**src/rtl/receive.sv**
```systemverilog
// UART 8N1 receiver with 2-flop input sync and valid/ready byte port.
// Ports: clk, rst (sync, active-high), connection_status (enable), rxd;
// word/word_valid/word_ready byte port; receive_busy, frame_error, overrun.
module receive #(
  parameter int CLKS_PER_BIT = 1
) (
  input  logic       clk,
  input  logic       rst,
  input  logic       connection_status,
  input  logic       rxd,
  output logic [7:0] word,
  output logic       word_valid,
  input  logic       word_ready,
  output logic       receive_busy,
  output logic       frame_error,
  output logic       overrun
);

  localparam int HALF = (CLKS_PER_BIT - 1) / 2;
  localparam int PW   = $clog2(CLKS_PER_BIT) + 1;
  localparam logic [PW-1:0] HALF_P = PW'(HALF);
  localparam logic [PW-1:0] LAST_P = PW'(CLKS_PER_BIT - 1);

  typedef enum logic [2:0] {
    IDLE,
    START,
    DATA,
    STOP,
    WAIT_HIGH
  } state_t;

  logic          rxd_m;
  logic          rxd_s;
  state_t        state;
  state_t        state_n;
  logic [PW-1:0] phase;
  logic [PW-1:0] phase_n;
  logic [3:0]    bit_cnt;
  logic [3:0]    bit_n;
  logic [7:0]    sh;
  logic [7:0]    sh_n;
  logic          samp;
  logic          good;
  logic          bad;

  always_ff @(posedge clk) begin
    if (rst) begin
      rxd_m <= 1'b1;
      rxd_s <= 1'b1;
    end else begin
      rxd_m <= rxd;
      rxd_s <= rxd_m;
    end
  end

  // Counters hold the position of the current cycle relative to T0,
  // so a sample point is simply phase == HALF.
  always_comb begin
    samp    = (phase == HALF_P);
    state_n = state;
    sh_n    = sh;
    good    = 1'b0;
    bad     = 1'b0;
    if (phase == LAST_P) begin
      phase_n = '0;
      bit_n   = bit_cnt + 4'd1;
    end else begin
      phase_n = phase + PW'(1);
      bit_n   = bit_cnt;
    end
    unique case (state)
      IDLE: begin
        phase_n = '0;
        bit_n   = '0;
        // T0 is itself the start sample when HALF is 0
        if (!rxd_s) begin
          state_n = START;
          if (CLKS_PER_BIT == 1) bit_n = 4'd1;
          else phase_n = PW'(1);
        end
      end
      START, DATA: begin
        if (samp) begin
          if (bit_cnt == 4'd0) begin
            state_n = rxd_s ? IDLE : DATA;
          end else begin
            sh_n    = {rxd_s, sh[7:1]};
            state_n = (bit_cnt == 4'd8) ? STOP : DATA;
          end
        end
      end
      STOP: begin
        if (samp) begin
          if (rxd_s) begin
            good    = 1'b1;
            state_n = IDLE;
          end else begin
            bad     = 1'b1;
            state_n = WAIT_HIGH;
          end
        end
      end
      WAIT_HIGH: begin
        if (rxd_s) state_n = IDLE;
      end
      default: state_n = IDLE;
    endcase
    if (state_n == IDLE || state_n == WAIT_HIGH) begin
      phase_n = '0;
      bit_n   = '0;
    end
    if (!connection_status) begin
      state_n = IDLE;
      phase_n = '0;
      bit_n   = '0;
      sh_n    = '0;
      good    = 1'b0;
      bad     = 1'b0;
    end
  end

  always_ff @(posedge clk) begin
    if (rst) begin
      state       <= IDLE;
      phase       <= '0;
      bit_cnt     <= '0;
      sh          <= '0;
      word        <= '0;
      word_valid  <= 1'b0;
      frame_error <= 1'b0;
      overrun     <= 1'b0;
    end else begin
      state       <= state_n;
      phase       <= phase_n;
      bit_cnt     <= bit_n;
      sh          <= sh_n;
      frame_error <= bad;
      overrun     <= good && word_valid && !word_ready;
      if (good && (!word_valid || word_ready)) begin
        word       <= sh;
        word_valid <= 1'b1;
      end else if (word_valid && word_ready) begin
        word_valid <= 1'b0;
      end
    end
  end

  assign receive_busy = (state != IDLE);

endmodule

```
**config.mk**
```make
export PLATFORM = sky130hd
export DESIGN_NAME = receive
export DESIGN_NICKNAME = d
export VERILOG_FILES = /design/src/rtl/receive.sv
export SDC_FILE = /design/constraint.sdc
export NUM_CORES = 1
export LEC_CHECK = 0
export BUFFER_PORTS_ARGS = -buffer_cell sky130_fd_sc_hd__clkbuf_2
export CAP_MARGIN = 20
export CORE_UTILIZATION = 55
export DETAILED_ROUTE_END_ITERATION = 12
export PLACE_DENSITY = 0.78
export SYNTH_ARGS = -nofsm -noshare
export SYNTH_HDL_FRONTEND = slang
export SYNTH_SLANG_ARGS = --single-unit
```
**constraint.sdc**
```tcl
create_clock -name clk -period 2.6 [get_ports clk]
set_clock_uncertainty 0.2 [all_clocks]
set_input_delay 0.39 -clock clk [delete_from_list [all_inputs] [get_ports clk]]
set_output_delay 0.39 -clock clk [all_outputs]
set_load 0.01 [all_outputs]
```
After elaboration in Yosys (flattened, before gate mapping). Index checks and enable logic that the tools add are counted.

Latch bits: 0. Word-level logic and storage cells: 61. Output and inout port bits: 12. Memories kept: 0. Flip-flop bits (word level): 29. Input bits: 5. Memory bits (writable): 0. Memory bits (read-only): 0.

$add $sub $neg: 2. Reduce and logical (&&, ||, !) cells: 19. $lt $le $gt $ge: 0. Divide/modulo/power cells: 0. Bitwise logic cells: 4. Shift-type cells: 0. Eq/ne operators: 7. $mul: 0. Muxes and demuxes: 19.

Operator list (number): $mux 3 (5); $pmux 3 s4 (1); $mux 1 (9); $mux 4 (2); $eq 3x2->1 const B (2); $eq 3x3->1 const B (2); $logic_not 3->1 (2); $reduce_or 5->1 (1); $add 4x1->4 const B (1); $eq 4x4->1 const B (1); $logic_and 1x1->1 (4); $logic_not 4->1 (1); $mux 2 (2); $not 1->1 (4); $reduce_or 2->1 (2); $reduce_or 4->1 (1); $eq 3x1->1 const B (1); $reduce_and 3->1 (1); $reduce_bool 3->1 (1); $reduce_or 3->1 (1); $logic_not 1->1 (2); $logic_or 1x1->1 (2); $ne 2x1->1 const B (1); $reduce_bool 2->1 (1); $add 1x1->1 const B (1).

Longest topological paths before layout.
Depth in word-level cells: 8. Mapped depth: 6. Mapped depth without buffers: 5.

Worst setup path before layout. No wires, ideal clock.

Path type: reg2reg. From: reg bit_cnt[0]. To: reg sh[1]. Library setup time: 119 ps. Arrival: 1480 ps. Required time: 2281 ps. Stages on the path, launching flop included: 7. Slack: 801 ps. Period minus slack after synthesis: 1799 ps. Path buffers: 1. Cell sequence: dfxtp_1 > inv_1 > ha_1 > nor3b_1 > or4_1 > buf_6 > mux2i_1.

Longest elaborated chain between the ends: 3.

RTL lines: start, declared (RTL line 38) `logic [3:0] bit_cnt;`; start signal, assigned (RTL line 135) `bit_cnt <= bit_n;`; $logic_not 4->1 (RTL line 84) `if (bit_cnt == 4'd0) begin`; $not 1->1 (no line); $reduce_and 3->1 (no line); end signal, assigned (RTL line 136) `sh <= sh_n;`; end, declared (RTL line 40) `logic [7:0] sh;`.

No other way between the ends. A chain may end at the register's enable or synchronous reset.

Worst setup path after layout.
From: reg bit_cnt[0]. To: reg sh[6].

The elaborated chain is that of the path after synthesis.

==> results.py <==
metrics = {
    "floorplanning": {
        "dieWidth_um": 50.1,
        "rows": 17,
        "die_area_mm2": 0.00251,
        "fp.dieH_um": 50.1,
        "fp.coreArea_mm2": 0.00219,
        "start_util": 0.580,
        "io_pins": 17,
    },
    "pwr": {
        "p_leak_nw": 0.575,
        "powerDensity_mw_per_mm2": 604,
        "ir_worst_vdd_uv": 413,
        "total_power_w": 0.000858,
    },
    "synth": {
        "ys.flop_type": "dfxtp_1",
        "synthesis.area_mm2": 0.00127,
        "yosys_warnings": 0,
        "synth-seq-cells": 29,
        "ys_seq_area_frac": 0.457,
        "synth_edf_count": 0,
        "syn_avg_cell_area_um2": 9.92,
        "synth_nets": 135,
        "postSynthCellCount": 128,
        "async_flop_share": 0,
        "ys_types": 35,
    },
    "critical_path": {
        "cp_data_required_time_ns": 2.60,
        "reg2reg_from": "bit_cnt[0]$_SDFFE_PP0P_",
        "crit_buf_inv": 1,
        "cp_max_fo": 8,
        "crit_arrival_ns": 2.03,
        "cpPeakStageDelay_ns": 0.70,
        "crit_family": "simple AND/OR/NAND/NOR gates",
        "worstSetupEndpointType": "flip-flop",
        "path_cells": "inv_1 -> ha_1 -> nor3b_1 -> or4_1 -> mux2i_1",
        "path_class": "flip-flop to flip-flop",
        "cpMaxStageDelayCell": "or4_1",
        "cp-start-kind": "flip-flop",
        "worstSetupStartpoint": "bit_cnt[0]$_SDFFE_PP0P_",
    },
    "final_layout": {
        "multi_input_area_um2": 632,
        "fillCellCount": 187,
        "area.growth.synth_to_final_pct": 11.8,
        "n_antenna_cell": 0,
        "drive_gt1_frac": 0.181,
        "fin_nets": 150,
        "final_cells": 172,
        "final_core_util": 0.648,
        "seqCellArea_um2": 581,
    },
    "worst_hold_path": {
        "min_from": "rxd",
        "worstHoldPathType": "input pin to flip-flop",
    },
    "global_route": {
        "track_usage": 0.214,
        "grt_pass1_vias": 896,
        "grt_antenna_before_repair": 0,
        "grt_pass1_wl_um": 3860,
        "grt_max_degree": 24,
        "overflow": 0,
    },
    "clock_tree": {
        "clkSinkCount": 29,
        "cts_buffers": 5,
        "insertion_delay_ns": 0.32,
        "root_buffer": "clkbuf_4",
        "cts-resized-gates": 0,
        "postCtsHoldBufs": 0,
        "cts_setup_buffers": 0,
        "path_clk_slew_ns": 0.09,
        "cts_htree_levels": 2,
        "cts_buffer_depth": 2,
        "cts_tree": "yes",
    },
    "detailed_routing": {
        "ant_nets": 0,
        "route.detailed.drc": 0,
        "first_pass_iters": 5,
        "post_drt_wl_per_cell_um": 12.8,
        "first_iter_violations": 14,
        "routed_wirelength_um": 2200,
        "via_count": 907,
        "via_per_inst": 5.27,
    },
    "sta": {
        "max_freq_mhz": 493,
        "final_max_slew_viol_count": 0,
        "finalHoldViolations": 0,
        "finalSetupViolations": 0,
        "period_minus_slack_ns": 2.03,
        "finalCritPeriodShare": 0.780,
        "relSlewSlack": 0.594,
        "setup_tns_ns": 0,
        "rsz0062_at_grt": "false",
        "worst_pin_slew_ns": 0.607,
    },
    "status": {
        "status": "completed",
    },
    "placed_design": {
        "gp_congestion": 0.729,
        "numPortBuffers": 16,
        "dp_cells": 164,
        "dp_hpwl_um": 1540,
    },
    "job": {
        "maxCapViolations": 0,
    },
}
[sequential cells by signal (all words and copies together) (netlist names)]
signal,count
bit_cnt,4
rxd_s,1
sh,8
word,8
frame_error,1
overrun,1
rxd_m,1
word_valid,1
state,3
phase,1
[Yosys cell counts (2+ instances only)]
cell type,n,share of area
clkbuf_1,3,0.0089
buf_6,2,0.018
ha_1,2,0.020
nand3b_1,3,0.018
a21oi_1,2,0.0079
nor2b_1,4,0.020
o21ai_0,2,0.0079
nor3b_1,4,0.024
mux2i_1,17,0.13
nor3_1,4,0.016
nand2_1,10,0.030
or2_2,2,0.0099
nor2_1,3,0.0089
xnor2_1,3,0.021
nand2b_1,18,0.089
dfxtp_1,29,0.46
inv_1,2,0.0059
[power by group]
part           internal (W)  total [W]  switching, W  leakage (nW)
logic             0.0000131  0.0000259     0.0000128         0.295
registers          0.000447   0.000452    0.00000569         0.234
clock network      0.000230   0.000380      0.000150        0.0455
total              0.000689   0.000858      0.000169         0.575
[layout by cell type (no fill, tap or decap), types with 2 or more instances in the layout]
master    count
nand3b_1      3
nor3_1        4
nand2_1      10
nor2b_1       4
or2_2         2
inv_1         2
nor2_1        3
a21oi_1       2
dfxtp_1      29
o21ai_0       2
nand2b_1     18
clkbuf_4      5
nor3b_1       4
xnor2_1       3
ha_1          2
mux2i_1      17
clkbuf_2     16
[cell families (layout without fill, tap and decap cells)]
family / after synthesis / after routing / share of synthesized area
adder cells (fa/ha/maj): 2 / 2 / 0.0197
other: 1 / 1 / 0.00295
XOR/XNOR: 4 / 4 / 0.0276
buffers and inverters: 10 / 26 / 0.0453
AO/OA/AOI/OAI: 9 / 9 / 0.0463
flip-flops: 29 / 29 / 0.457
multiplexers: 17 / 17 / 0.134
AND/OR/NAND/NOR: 56 / 56 / 0.267
[area by class of cell]
| class | count | share of cell area |
|---|---|---|
| timing repair buffer | 16 | 0.0564 |
| clock buffer | 7 | 0.0388 |
| multi-input combinational | 89 | 0.445 |
| sequential | 29 | 0.409 |
| tap | 28 | 0.0247 |
| inverter | 2 | 0.00529 |
| clock inverter | 1 | 0.0211 |
[layer usage]
| layer | share of wire | track usage | routed length, um | up-vias |
|---|---|---|---|---|
| met3 | 0.033 | 0.0648 | 73 | 5 |
| met1 | 0.48 | 0.243 | 1050 | 419 |
| met5 | 0 | 0 | 0 | - |
| met2 | 0.47 | 0.342 | 1030 | 16 |
| met4 | 0.020 | 0.143 | 44 | 0 |
| li1 | - | - | - | 467 |
[worst paths after layout]
path	end	slack [ns]	depth (start not counted)
max reg2reg	sh[6]$_SDFFE_PP0P_	0.57	5
max	sh[6]$_SDFFE_PP0P_	0.57	5
min reg2reg	rxd_s$_SDFF_PP1_	0.25	1
min	rxd_m$_SDFF_PP1_	0.06	2
[through the flow]
stage          worst slack (ns)  instance area, um^2  hold WS [ns]
3_5_place_dp              0.573                 1340         0.216
4_1_cts                   0.565                 1420        0.0529
2_1_floorplan             0.801                 1270         0.189
6_report                  0.572                 1420        0.0581
5_1_grt                   0.483                 1420        0.0531
3_3_place_gp              0.626                 1340         0.202
No activity file was read; power rests on OpenSTA's default activity.
